$ cat config.mk
export PLATFORM = sky130hd
export DESIGN_NAME = branch_target_unit
export DESIGN_NICKNAME = d
export VERILOG_FILES = /design/src/rtl/branch_target_unit.sv
export SDC_FILE = /design/constraint.sdc
export NUM_CORES = 2
export LEC_CHECK = 0
export CAP_MARGIN = 40
export CORE_MARGIN = 10
export CORE_UTILIZATION = 55
export CTS_CLUSTER_DIAMETER = 30
export DETAILED_ROUTE_END_ITERATION = 8
export GPL_ROUTABILITY_DRIVEN = 0
export HOLD_SLACK_MARGIN = 0.06
export PLACE_DENSITY = 0.77
export RECOVER_POWER = 50
export SLEW_MARGIN = 20
export SYNTH_ARGS = -nofsm -noshare
export SYNTH_HDL_FRONTEND = slang
export SYNTH_SLANG_ARGS = --single-unit
$ cat constraint.sdc
create_clock -name clk -period 31.9 [get_ports clk]
set_input_delay 3.19 -clock clk [delete_from_list [all_inputs] [get_ports clk]]
set_output_delay 3.19 -clock clk [all_outputs]
set_load 0.02 [all_outputs]
$ cat src/rtl/branch_target_unit.sv
// branch_target_unit: Execute-stage target adder plus direct-mapped BTB.
// Fetch looks up a prediction; Execute resolves, trains and flags mispredicts.
//
// Parameters:
//   XLEN    datapath/PC width
//   ENTRIES BTB entries (power of 2, >= 2)
// Ports:
//   clk, rst         clock, async active-high reset
//   flush_all        invalidate every BTB entry on the next edge
//   pc_f             Fetch PC for lookup
//   pred_taken_f     redirect Fetch
//   pred_target_f    predicted target (0 on miss)
//   update_e         resolved branch/JAL/JALR in Execute
//   pc_e, imm_ext_e  PC and sign-extended immediate
//   rs1_e, is_jalr_e JALR base and form select
//   taken_e          actual outcome
//   pred_taken_e     prediction carried from Fetch
//   pred_target_e    predicted target carried from Fetch
//   pc_target_e      resolved target
//   mispredict_e     Fetch must be redirected
// Option BTB_STATS_EN adds stat_updates/stat_mispredicts counters.
module branch_target_unit #(
  parameter int XLEN    = 32,
  parameter int ENTRIES = 16,
  localparam int IDX_W  = $clog2(ENTRIES),
  localparam int TAG_W  = XLEN - IDX_W - 2
) (
  input  logic            clk,
  input  logic            rst,
  input  logic            flush_all,
  input  logic [XLEN-1:0] pc_f,
  output logic            pred_taken_f,
  output logic [XLEN-1:0] pred_target_f,
  input  logic            update_e,
  input  logic [XLEN-1:0] pc_e,
  input  logic [XLEN-1:0] imm_ext_e,
  input  logic [XLEN-1:0] rs1_e,
  input  logic            is_jalr_e,
  input  logic            taken_e,
  input  logic            pred_taken_e,
  input  logic [XLEN-1:0] pred_target_e,
  output logic [XLEN-1:0] pc_target_e,
  output logic            mispredict_e
`ifdef BTB_STATS_EN
  ,
  output logic [31:0]     stat_updates,
  output logic [31:0]     stat_mispredicts
`endif
);

  logic             valid [ENTRIES];
  logic [TAG_W-1:0] tags  [ENTRIES];
  logic [XLEN-1:0]  tgts  [ENTRIES];
  logic [1:0]       ctrs  [ENTRIES];

  logic [IDX_W-1:0] idx_f, idx_e;
  logic [TAG_W-1:0] tag_f, tag_e;
  logic             hit_f, hit_e;
  logic [XLEN-1:0]  sum_e;
  logic             unused_lsbs;

  assign idx_f = pc_f[IDX_W+1:2];
  assign tag_f = pc_f[XLEN-1:IDX_W+2];
  assign idx_e = pc_e[IDX_W+1:2];
  assign tag_e = pc_e[XLEN-1:IDX_W+2];
  assign unused_lsbs = ^{pc_f[1:0], pc_e[1:0]};

  assign hit_f = valid[idx_f] && (tags[idx_f] == tag_f);
  assign hit_e = valid[idx_e] && (tags[idx_e] == tag_e);

  assign pred_taken_f  = hit_f && ctrs[idx_f][1];
  assign pred_target_f = hit_f ? tgts[idx_f] : '0;

  // JALR clears bit 0 of the sum; other forms are PC-relative.
  assign sum_e = (is_jalr_e ? rs1_e : pc_e) + imm_ext_e;
  assign pc_target_e = is_jalr_e ? {sum_e[XLEN-1:1], 1'b0} : sum_e;

  always_comb begin
    mispredict_e = 1'b0;
    if (update_e) begin
      mispredict_e = (taken_e != pred_taken_e) ||
                     (taken_e && pred_taken_e &&
                      (pc_target_e != pred_target_e));
    end
  end

  always_ff @(posedge clk or posedge rst) begin
    if (rst) begin
      for (int i = 0; i < ENTRIES; i++) begin
        valid[i] <= 1'b0;
        tags[i]  <= '0;
        tgts[i]  <= '0;
        ctrs[i]  <= 2'b01;
      end
    end else begin
      if (update_e) begin
        if (hit_e) begin
          if (taken_e) begin
            if (ctrs[idx_e] != 2'b11) ctrs[idx_e] <= ctrs[idx_e] + 2'd1;
            tgts[idx_e] <= pc_target_e;
          end else if (ctrs[idx_e] != 2'b00) begin
            ctrs[idx_e] <= ctrs[idx_e] - 2'd1;
          end
        end else if (taken_e) begin
          valid[idx_e] <= 1'b1;
          tags[idx_e]  <= tag_e;
          tgts[idx_e]  <= pc_target_e;
          ctrs[idx_e]  <= 2'b10;
        end
      end
      // Later assignment: flush overrides a same-cycle allocate.
      if (flush_all) begin
        for (int i = 0; i < ENTRIES; i++) valid[i] <= 1'b0;
      end
    end
  end

`ifdef BTB_STATS_EN
  always_ff @(posedge clk or posedge rst) begin
    if (rst) begin
      stat_updates     <= '0;
      stat_mispredicts <= '0;
    end else begin
      if (update_e)     stat_updates     <= stat_updates + 32'd1;
      if (mispredict_e) stat_mispredicts <= stat_mispredicts + 32'd1;
    end
  end
`endif

endmodule

* Yosys cells after proc, flatten, opt, wreduce, memory -nomap -nowiden *
Index checks and enable logic that the tools add are counted.

operators by class
  add/sub/neg operators = 3
  eq/ne operators = 7
  bitwise operators = 7
  reduce and logical (&&, ||, !) cells = 16
  magnitude comparators = 3
  multiplexer cells = 46

operators with widths
  kind                                                       number
  512-bit bitwise mux                                        1
  416-bit bitwise mux                                        1
  32-bit 2-to-1 mux                                          10
  26-bit binary-select mux with 4-bit select                 2
  26-bit 2-to-1 mux                                          5
  32-bit binary-select mux with 4-bit select                 1
  32-bit demux with 4-bit select                             1
  26-bit demux with 4-bit select                             1
  32-bit bitwise mux                                         2
  16-bit 2-to-1 mux                                          4
  26-bit equality test                                       2
  32-bit adder                                               1
  32-bit inequality test                                     1
  16-bit bitwise OR                                          2
  16-bit bitwise AND                                         1
  2-bit binary-select mux with 4-bit select                  2
  16-bit NOT                                                 1
  5-bit greater-or-equal comparator (second input constant)  2
  2-bit 2-to-1 mux                                           5
  4-bit NOT with 5-bit output                                2
  2-bit nonzero test                                         5
  1-bit binary-select mux with 4-bit select                  2
  2-bit demux with 4-bit select                              1
  1-bit 2-to-1 mux                                           7
  13 further kinds                                           20

storage, ports and cells
  word-level logic and storage cells = 146
  bits in registers = 976
  output and inout port bits = 66

* Depth between registers and ports, before layout *
  depth after elaboration = 10
  gate-level depth with buffers = 20
  mapped depth without buffers = 14

* Worst setup path after synthesis *
No wires, ideal clock.

  path kind = input -> output
  start point = input port pc_e[3]
  end point = output port mispredict_e
  path buffers = 6
  data arrival time = 7,920 ps
  path slack = 20,790 ps
  stages = 19
  cells stage by stage = buf_2 -> buf_2 -> buf_1 -> buf_2 -> buf_1 -> clkbuf_1 -> mux2_2 -> ha_1 -> o21ai_0 -> nor2_1 -> o21a_1 -> a221o_1 -> a2111oi_0 -> xor2_1 -> inv_1 -> xnor2_1 -> nand3_1 -> nor3_1 -> a41oi_1

on the way
  cells in the longest elaborated chain, start to end = 6

RTL lines
  element                 RTL line  source
  start: declaration      35        input logic [XLEN-1:0] pc_e,
  32-bit 2-to-1 mux       75        assign sum_e = (is_jalr_e ? rs1_e : pc_e) + imm_ext_e;
  32-bit adder            75
  net pc_target_e[27]     42        output logic [XLEN-1:0] pc_target_e,
  32-bit inequality test  83        (pc_target_e != pred_target_e));
  1-bit logical AND       82        (taken_e && pred_taken_e &&
  1-bit logical OR        81        mispredict_e = (taken_e != pred_taken_e) ||
  1-bit 2-to-1 mux        80        if (update_e) begin
  end: declaration        43        output logic mispredict_e

The timed path passes the listed nets, and every way through them passes these cells.

==> metrics.txt <==
Mapped Avg Cell Area=roughly 12 um2; hold buffer count at CTS=0; placed cells=5185; clock tree sinks=a little under 1000; Ys Warns=0; Starting DRT DRC Count=around 4000; number of flops mapped to enable cells by yosys=0; fin cells=between 5000 and 6000; RSZ-0062 raised after global routing=no; fraction of layout cells with a size suffix above 1=0.3082; max-slew violations=1249; Hold Path Class=reg2reg; first-pass GRT wire length=234.7 mm; fmax=71.04 MHz; wire length per cell after detailed routing=between 20 and 30 um; dpl hpwl=slightly above 90 mm; Setup Skew=about 0.033 ns; post-CTS resize count=0; vias=approximately 36000; Worst Tran Pin Value=between 10 and 15 ns; Seq/Total Area, Yosys=0.4856; crit start category=primary input; Slew headroom=-5.776; Setup Viol. Count Final=0; Num CTS Buffers=170; Die X-Extent=about 320 um; largest net degree at the start of global routing=about 200; status=finished with violations; PwrDens=roughly 75 nW/um2; Hold Violations, Final=0; FF+latch area=around 24000 um2; Sw Pwr=roughly 1.3 mW; root buffer cell=clkbuf_16; CP Data Arrival Time=around 15 ns; switch share=0.2875; P_int=approximately 3.2 mW; critical-path maximum fanout=about 190; commonest cells after routing, fill and taps aside=dfrtp_1 (960), nand2_1 (579), o21ai_0 (545); max cap viols=22; nets=between 4000 and 5000; number of remaining DRC errors=0; CP Data Required Time=32.33 ns; sequential power share=0.381; number of synthesized register bits=~980; Critical Path End Type=asynchronous set/reset pin; Min Hold Slack=between 0.4 and 0.5 ns; Unique masters post-synth=71; most common cell after layout, fill and taps aside=dfrtp_1; failing checks=capacitance limit, slew limit; TNS Setup=0 ns; Pre-antenna DRT Iters=7; routed wire length=between 150 and 200 mm; power share of the clock group=0.420; initial antenna violation count=5; Max H-tree Level=4; Post-Syn Instances=approximately 4000; Setup Fix Bufs, Post-CTS=0; die area=between 100000 and 150000 um2; # rows=110; footprint of the multi-input gates=around 24000 um2; worst vdd ir=about 55 uV; total track usage=0.2995; Overflow after GRT=0; mapped cell area=50340 um2; Core Area=90420 um2; remaining antenna violation count=0; clk buf depth=3; Async SR Flop Fraction=1.000; initial core utilization=0.5567; vias per inst=6.612; die height=between 300 and 400 um; Comb power frac=0.200; CTS tree=built; Synth Flop Type=dfrtp_1; vias in the first global route=37838; Post-Syn Nets=4241; Layout fillers=6274; CTS clock-pin slew for the worst setup and hold paths=approximately 0.06 ns; # IOs=233; period utilization=0.4413; Clock Latency Late Sink=roughly 0.78 ns; P_leak=roughly 26 nW; final worst path period need=14.08 ns; critical path type=in2async; Layout area overhead=18.82%; I/O Buffers=230
==> critical path, cell delays in order <==
cell and delay (ns):
dlygate4sd3_1 0.54, clkinvlp_2 0.38, clkbuf_1 7.05, clkbuf_1 1.60, clkbuf_1 1.60
==> synth_stat cells (16+ instances only) <==
library cell | count | area share
a21o_1 | 20 | 0.0030
a21oi_1 | 52 | 0.0052
buf_1 | 43 | 0.0032
buf_2 | 62 | 0.0062
clkbuf_1 | 261 | 0.019
dfrtp_1 | 960 | 0.48
dfstp_2 | 16 | 0.0084
ha_1 | 34 | 0.0085
inv_1 | 51 | 0.0038
mux2_1 | 29 | 0.0065
mux2_2 | 445 | 0.10
mux2i_1 | 28 | 0.0056
mux4_2 | 420 | 0.19
nand2_1 | 598 | 0.045
nand3_1 | 41 | 0.0041
nand4_1 | 27 | 0.0034
nor2_1 | 63 | 0.0047
nor2b_1 | 41 | 0.0051
nor3_1 | 16 | 0.0016
o21ai_0 | 545 | 0.054
xnor2_1 | 46 | 0.0080
xor2_1 | 48 | 0.0084
==> cells by family (layout without fill, tap and decap cells) <==
family	Yosys count	count (layout)	synth area share
buffers and inverters	421	713	0.03323
AOI/OAI and AO/OA	727	727	0.08003
and+or+nand+nor	857	857	0.07332
xor gates and xnor gates	101	101	0.01951
other	0	2	0
DFF	976	976	0.4856
adders and majority gates	35	35	0.008848
muxes	922	922	0.2995
==> registers in the layout, indices dropped and copies added, names as in the netlist <==
register	count
valid	16
tgts	512
ctrs	32
tags	416
==> power groups by stage <==
stage / combinational, mW / clock (mW) / sequential, mW
finish: 0.894 / 1.88 / 1.70
global route: 0.968 / 1.95 / 1.73
CTS: 0.890 / 1.89 / 1.69
detailed placement: 0.875 / 0 / 1.70
global placement: 0.840 / 0 / 1.68
floorplan: 0.641 / 0 / 1.66
==> layer usage <==
metal | global-route usage | wire [um] | up-vias
met5 | 0 | 27 | -
met4 | 0.1342 | 6946 | 4
li1 | - | - | 15166
met3 | 0.08684 | 16180 | 442
met1 | 0.3827 | 58500 | 18760
met2 | 0.4730 | 73680 | 2054
==> cell type report <==
class,instances,share of cell area
multi-input cells,2642,0.4087
flip-flops and latches,976,0.4087
clock buffers,205,0.07650
well taps,1176,0.02460
diodes,2,0.00008367
inverters,51,0.003221
clock inverters,108,0.02318
repair buffers,349,0.05502
==> worst paths after layout <==
kind,depth (start not counted),startpoint,slack [ns],endpoint
max,5,rst,17.82,tgts[494]
max reg2reg,12,tags[44],26.82,tags[372]
max in group clk,14,pc_e[3],18.07,tags[372]
min in group asynchronous,2,rst,2.91,tgts[6]
min,2,tgts[333],0.47,tgts[333]
min reg2reg,2,tgts[333],0.47,tgts[333]
==> metrics by stage <==
stage          area, um2  worst slack, ns  power, mW    util
6_report           59810            17.82      4.478  0.6615
5_1_grt            59810            15.89      4.651  0.6615
4_1_cts            59870            18.78      4.470  0.6621
3_5_place_dp       53910            18.86      2.579  0.5962
3_3_place_gp       53600            18.44      2.520  0.5927
2_1_floorplan      50340            1.281      2.296       -
No activity file was read; power rests on OpenSTA's default activity.
